<file path="src/rtl/fifo_pop_router_pkg.sv">
// Shared definitions for the FIFO pop router: FSM state encodings, the width
// of the class field that selects a destination, and the per-destination
// delivery counter width.
package fifo_pop_router_pkg;

  localparam int CLS_W = 2;
  localparam int CNT_W = 5;

  typedef enum logic [1:0] {
    ST_RESET  = 2'd0,
    ST_INIT   = 2'd1,
    ST_IDLE   = 2'd2,
    ST_ACTIVE = 2'd3
  } state_e;

endpackage

</file>
<file path="src/rtl/fifo_pop_router_cnt.sv">
// Per-destination delivery counter bank for the FIFO pop router.
// Only compiled when FIFO_POP_ROUTER_CNT_EN is defined, since the top only
// instantiates it in that build.
// Each destination owns a wrapping CNT_W-bit counter that advances on every
// write strobe to that destination. A request taken in IDLE returns the
// selected count on the following cycle together with a one-cycle valid.
`ifdef FIFO_POP_ROUTER_CNT_EN
module fifo_pop_router_cnt
  import fifo_pop_router_pkg::*;
#(
  parameter int NUM_DEST = 4
) (
  input  logic                clk,
  input  logic                reset,
  input  logic [NUM_DEST-1:0] dest_wr,
  input  logic                in_idle,
  input  logic                cnt_req,
  input  logic [CLS_W-1:0]    cnt_sel,
  output logic [CNT_W-1:0]    cnt_out,
  output logic                cnt_valid
);

  logic [CNT_W-1:0] cnt_q [NUM_DEST];
  logic [CNT_W-1:0] cnt_d [NUM_DEST];
  logic [CNT_W-1:0] cnt_out_q, cnt_out_d;
  logic             cnt_valid_q, cnt_valid_d;

  // Advance each counter on its strobe; capture the selected count on a request in IDLE.
  always_comb begin
    for (int i = 0; i < NUM_DEST; i++) begin
      cnt_d[i] = cnt_q[i] + CNT_W'(dest_wr[i]);
    end
    cnt_out_d   = cnt_out_q;
    cnt_valid_d = 1'b0;
    if (in_idle && cnt_req) begin
      cnt_valid_d = 1'b1;
      cnt_out_d   = '0;
      for (int i = 0; i < NUM_DEST; i++) begin
        if (int'(cnt_sel) == i) cnt_out_d = cnt_q[i];
      end
    end
  end

  // Counter and readout registers, cleared by synchronous reset.
  always_ff @(posedge clk) begin
    if (reset) begin
      for (int i = 0; i < NUM_DEST; i++) cnt_q[i] <= '0;
      cnt_out_q   <= '0;
      cnt_valid_q <= 1'b0;
    end else begin
      for (int i = 0; i < NUM_DEST; i++) cnt_q[i] <= cnt_d[i];
      cnt_out_q   <= cnt_out_d;
      cnt_valid_q <= cnt_valid_d;
    end
  end

  assign cnt_out   = cnt_out_q;
  assign cnt_valid = cnt_valid_q;

endmodule
`endif

</file>
<file path="src/rtl/fifo_pop_router.sv">
// FIFO pop router: drains the upstream FIFO whenever it has data and no
// destination is near full, and steers each word to one of NUM_DEST
// destination FIFOs by its class field (top CLS_W bits of the word).
// Also programs the upstream FIFO thresholds while in INIT.
// Optional build macro FIFO_POP_ROUTER_CNT_EN adds per-destination delivery
// counters with a request/readout port.
//
// state  | meaning
// -------+-----------------------------------------------------------
// RESET  | held in reset, all outputs cleared
// INIT   | thresholds track the *_in inputs every cycle
// IDLE   | waiting for the upstream FIFO to become non-empty
// ACTIVE | popping and routing words, one per cycle
module fifo_pop_router
  import fifo_pop_router_pkg::*;
#(
  parameter int WORD_SIZE = 10,
  parameter int PTR       = 3,
  parameter int NUM_DEST  = 4
) (
  input  logic                 clk,
  input  logic                 reset,
  input  logic                 init,
  input  logic [PTR-1:0]       full_threshold_in,
  input  logic [PTR-1:0]       empty_threshold_in,
  output logic [PTR-1:0]       full_threshold,
  output logic [PTR-1:0]       empty_threshold,
  input  logic                 fifo_empty,
  input  logic                 fifo_error,
  input  logic [WORD_SIZE-1:0] fifo_data_out,
  output logic                 fifo_rd,
  input  logic [NUM_DEST-1:0]  dest_almost_full,
  output logic [NUM_DEST-1:0]  dest_wr,
  output logic [WORD_SIZE-1:0] dest_data,
  output logic [1:0]           state,
  output logic                 idle,
  output logic                 error_out
`ifdef FIFO_POP_ROUTER_CNT_EN
  ,
  input  logic                 cnt_req,
  input  logic [CLS_W-1:0]     cnt_sel,
  output logic [CNT_W-1:0]     cnt_out,
  output logic                 cnt_valid
`endif
);

  state_e               state_q, state_d;
  logic                 rd_q, rd_d;
  logic [NUM_DEST-1:0]  dest_wr_q, dest_wr_d;
  logic [WORD_SIZE-1:0] dest_data_q, dest_data_d;
  logic [PTR-1:0]       full_thr_q, full_thr_d;
  logic [PTR-1:0]       empty_thr_q, empty_thr_d;
  logic                 error_q, error_d;

  logic [CLS_W-1:0]     cls;
  logic [NUM_DEST-1:0]  cls_onehot;
  logic                 pop;

  assign cls = fifo_data_out[WORD_SIZE-1 -: CLS_W];

  // Class field to one-hot destination; an out-of-range class decodes to all zeros.
  always_comb begin
    cls_onehot = '0;
    for (int i = 0; i < NUM_DEST; i++) begin
      if (int'(cls) == i) cls_onehot[i] = 1'b1;
    end
  end

  // Pop only when every destination can absorb the two words that may still be in flight.
  assign pop = (state_q == ST_ACTIVE) && !fifo_empty && !(|dest_almost_full) && !init;

  // Next-state logic; init always wins, and ACTIVE only goes idle once the pipeline is empty.
  always_comb begin
    state_d = state_q;
    case (state_q)
      ST_RESET:  state_d = ST_INIT;
      ST_INIT:   if (!init) state_d = ST_IDLE;
      ST_IDLE: begin
        if (init)             state_d = ST_INIT;
        else if (!fifo_empty) state_d = ST_ACTIVE;
      end
      ST_ACTIVE: begin
        if (init)                    state_d = ST_INIT;
        else if (fifo_empty && !rd_q) state_d = ST_IDLE;
      end
      default:   state_d = ST_RESET;
    endcase
  end

  // Datapath: read data lands one cycle after the pop and is registered toward the destination.
  always_comb begin
    rd_d        = pop;
    dest_wr_d   = rd_q ? cls_onehot : '0;
    dest_data_d = rd_q ? fifo_data_out : dest_data_q;
    full_thr_d  = (state_q == ST_INIT) ? full_threshold_in  : full_thr_q;
    empty_thr_d = (state_q == ST_INIT) ? empty_threshold_in : empty_thr_q;
    error_d     = error_q | fifo_error | (rd_q & ~(|cls_onehot));
  end

  // State and datapath registers; reset also drops any write due on the next cycle.
  always_ff @(posedge clk) begin
    if (reset) begin
      state_q     <= ST_RESET;
      rd_q        <= 1'b0;
      dest_wr_q   <= '0;
      dest_data_q <= '0;
      full_thr_q  <= '0;
      empty_thr_q <= '0;
      error_q     <= 1'b0;
    end else begin
      state_q     <= state_d;
      rd_q        <= rd_d;
      dest_wr_q   <= dest_wr_d;
      dest_data_q <= dest_data_d;
      full_thr_q  <= full_thr_d;
      empty_thr_q <= empty_thr_d;
      error_q     <= error_d;
    end
  end

  assign fifo_rd         = pop;
  assign dest_wr         = dest_wr_q;
  assign dest_data       = dest_data_q;
  assign full_threshold  = full_thr_q;
  assign empty_threshold = empty_thr_q;
  assign state           = state_q;
  assign idle            = (state_q == ST_IDLE);
  assign error_out       = error_q;

`ifdef FIFO_POP_ROUTER_CNT_EN
  fifo_pop_router_cnt #(
    .NUM_DEST (NUM_DEST)
  ) u_cnt (
    .clk       (clk),
    .reset     (reset),
    .dest_wr   (dest_wr_q),
    .in_idle   (state_q == ST_IDLE),
    .cnt_req   (cnt_req),
    .cnt_sel   (cnt_sel),
    .cnt_out   (cnt_out),
    .cnt_valid (cnt_valid)
  );
`endif

endmodule

</file>
<file path="config.mk">
export PLATFORM = sky130hd
export DESIGN_NAME = fifo_pop_router
export DESIGN_NICKNAME = d
export VERILOG_FILES = /design/src/rtl/fifo_pop_router_pkg.sv /design/src/rtl/fifo_pop_router_cnt.sv /design/src/rtl/fifo_pop_router.sv
export SDC_FILE = /design/constraint.sdc
export NUM_CORES = 1
export LEC_CHECK = 0
export CORE_ASPECT_RATIO = 0.5
export CORE_MARGIN = 2
export CORE_UTILIZATION = 32
export DETAILED_ROUTE_END_ITERATION = 8
export PLACE_DENSITY = 0.73
export SLEW_MARGIN = 10
export SYNTH_ARGS = -nofsm -noshare
export SYNTH_HDL_FRONTEND = slang
export SYNTH_SLANG_ARGS = --single-unit
</file>
<file path="constraint.sdc">
create_clock -name clk -period 1.25 [get_ports clk]
set_clock_uncertainty 0.2 [all_clocks]
set_input_delay 0.25 -clock clk [delete_from_list [all_inputs] [get_ports clk]]
set_output_delay 0.25 -clock clk [all_outputs]
set_load 0.01 [all_outputs]
</file>
==> flow_metrics.env, run 1 <==
export IMPL_status="finished, violations left"
export IMPL_failed_checks="setup timing"
export IMPL_fmax_mhz=605.6
export IMPL_worstMarginPinSlew_ns=0.2064
export IMPL_grt_pass1_wl_um=3063
export IMPL_clock_sinks=24
export IMPL_async_flop_share_pct=0
export IMPL_synth_edf_count=0
export IMPL_final_instance_count_excl_fill=175
export IMPL_clk_pin_slew_ns=0.08
export IMPL_syn_avg_cell_area_um2=10.42
export IMPL_placed_cell_area_mm2=0.001428
export IMPL_worstPathRequired_ns=0.80
export IMPL_worst_slack_ns=-0.4011
export IMPL_io_pins=50
export IMPL_path_buf_inv=2
export IMPL_finalNetCount=164
export IMPL_start_util_pct=32.84
export IMPL_antenna_found_initial=0
export IMPL_area_growth_syn_to_layout_pct=70.72
export IMPL_nFillCells=244
export IMPL_cts_max_level=1
export IMPL_wl_um=2073
export IMPL_clockRootBuffer="clkbuf_8"
export IMPL_worst_path_max_delay_cell="or4_4"
export IMPL_dpl_hpwl_um=1496
export IMPL_synth_area_um2=833.3
export IMPL_cts_tree="built"
export IMPL_cts_max_path_buffers=2
export IMPL_final_cell_area_mm2=0.001423
export IMPL_grt_overflow=0
export IMPL_crit_arrival_ns=1.20
export IMPL_top_layer="met4"
export IMPL_ys_ff_latch=24
export IMPL_dp_cells=169
export IMPL_synth_top_area_cell="dfxtp_1"
export IMPL_seq_area_frac_synth_pct=57.66
export IMPL_coreArea_mm2=0.002537
export IMPL_relSlewSlack_pct=86.14
export IMPL_min_period_ns=1.651
export IMPL_leakage_nw=0.6474
export IMPL_fin_util_pct=56.07
export IMPL_hold_path_class="in2reg"
export IMPL_crit_family="simple AND/OR/NAND/NOR gates"
export IMPL_routed_via_density=4.331
export IMPL_route_detailed_drc=0
export IMPL_grt_start_max_net_pins=14
export IMPL_grt_usage_pct=13.43
export IMPL_ys_warn_count=0
export IMPL_maxSlewViolCount=0
export IMPL_routedWlPerCell_um=11.85
export IMPL_drt_iter0_markers=22
export IMPL_numCtsBuffers=3
export IMPL_wl_met3_um=77
export IMPL_die_h_um=40.09
export IMPL_critPathCaptureType="primary output"
export IMPL_rsz0062_at_grt="yes"
export IMPL_cp_start_kind="input port"
export IMPL_final_hold_viol_count=0
export IMPL_powerDensity_mw_per_mm2=1068
export IMPL_netlist_instances=80
export IMPL_max_stage_delay_ns=0.54
export IMPL_num_vias=758
export IMPL_ys_top_cells_by_count="24 x dfxtp_1, 21 x nor2_1, 15 x mux2i_1, 4 x nand2b_1"
export IMPL_dr_wl_met2_um=1078
export IMPL_yosysMostFrequentCell="dfxtp_1"
export IMPL_worstSetupPathType="in2out"
export IMPL_drv_cap=0
export IMPL_yosysTopAreaCellShare_pct=57.66
export IMPL_rows=13
export IMPL_die_area_mm2=0.003053
export IMPL_dr_pass1_iters=4
export IMPL_drive_above_1_share_pct=44.20
export IMPL_synth_nets=105
export IMPL_grt_pass1_vias=669
export IMPL_place_congestion=0.7079
export IMPL_total_power_mw=1.519
export IMPL_ys_types=14
export IMPL_met1Wirelength_um=895
export IMPL_crit_chain="buf_6 > or4_4 > nor4_4 > buf_2"
export IMPL_synthFlopType="dfxtp_1"
export IMPL_setup_viol=7
export IMPL_ys_top_cells_by_area="dfxtp_1 58%, mux2i_1 18%, nor2_1 9.5%"
export IMPL_ant_nets=0
export IMPL_insertion_delay_ns=0.26
export IMPL_portBuffers=49
export IMPL_irDropWorstVdd_mv=0.6043
export IMPL_post_route_period_util_pct=132.1
export IMPL_path_max_fanout=2
export IMPL_die_width_um=76.17
export IMPL_antenna_cells=0
per-stage QoR:
stage	setup TNS [ns]	hold slack (ns)	worst slack, ns
6_report	-0.7432	0.1495	-0.4011
3_3_place_gp	-5.153	0.2506	-1.216
3_5_place_dp	-5.534	0.2696	-1.214
4_1_cts	-0.6390	0.1594	-0.4147
5_1_grt	-1.141	0.1494	-0.4476
2_1_floorplan	-0.4810	0.1216	-0.2553
placed cells by master, fill, tap and decap left out:
cell type,instances
buf_2,25
nor2_1,21
clkdlybuf4s50_1,19
dfxtp_2,15
mux2i_1,14
dfxtp_1,9
buf_6,7
clkbuf_8,4
buf_4,4
nand2b_1,3
nor2b_1,2
nand2_1,2
a21oi_1,2
nor3_1,2
or4_4,1
nor4_4,1
nand2b_4,1
mux2i_2,1
a21bo_2,1
o21bai_1,1
dlymetal6s2s_1,1
clkdlybuf4s15_1,1
buf_12,1
path summary, 6_finish.rpt:
path	startpoint	end	slack (ns)	depth (start not counted)
setup / recovery	dest_almost_full[2]	fifo_rd	-0.40	4
hold / removal	fifo_empty	rd_q	0.15	3
setup reg to reg	state[0]	full_threshold[0]	-0.04	5
hold reg to reg	error_out	error_out	0.27	2
layout make-up:
type	count	area, um2	share of cell area [%]
Timing Repair Buffer	58	466.7	32.81
Sequential cell	24	499.2	35.09
Multi-Input combinational cell	52	355.3	24.98
Tap cell	37	46.29	3.254
Clock buffer	4	55.05	3.870
power by group:
part / total [mW] / internal, mW / switching (mW)
Clock: 0.511 / 0.281 / 0.230
Sequential: 0.796 / 0.786 / 0.0100
Combinational: 0.212 / 0.132 / 0.0795
layer usage:
layer	vias up	global-route usage [%]
met5	-	0
met2	20	24.78
li1	379	-
met1	357	15.36
met4	0	5.000
met3	2	4.730
logic make-up (layout without fill, tap and decap cells):
group / count (synthesis) / in the layout / synth area share [%]
and+or+nand+nor: 33 / 33 / 18.92
DFF: 24 / 24 / 57.66
muxes: 15 / 15 / 18.02
AOI/OAI and AO/OA: 4 / 4 / 3.304
buffers and inverters: 4 / 62 / 2.102
worst min-delay path, delay by kind of cell:
family / cells / cell delay [ns]
AND/OR/NAND/NOR: 2 / 0.19
buffers and inverters: 1 / 0.14
registers in the layout (all words and copies together), names as in the netlist:
signal           flops
dest_wr              4
error_out            1
dest_data           10
empty_threshold      3
full_threshold       3
state                2
rd_q                 1
what timing repair did:
action	4_1_cts	5_1_grt
gates resized for setup	130	6
pin swaps	2	1
cloned	0	0
hold buffers	0	0
endpoints found under the setup margin	32	12
setup buffers	1	2
No activity file was read; power rests on OpenSTA's default activity.
==> inputs of run 2 (changes only) <==
--- a/config.mk
+++ b/config.mk
@@ -8,6 +8,7 @@
 export CORE_ASPECT_RATIO = 0.5
 export CORE_MARGIN = 2
 export CORE_UTILIZATION = 32
+export CTS_CLUSTER_DIAMETER = 200
 export DETAILED_ROUTE_END_ITERATION = 8
 export PLACE_DENSITY = 0.73
 export SLEW_MARGIN = 10
==> results of run 2 <==
Same layout as run 1: the final DEF is identical, and so are final timing and power.
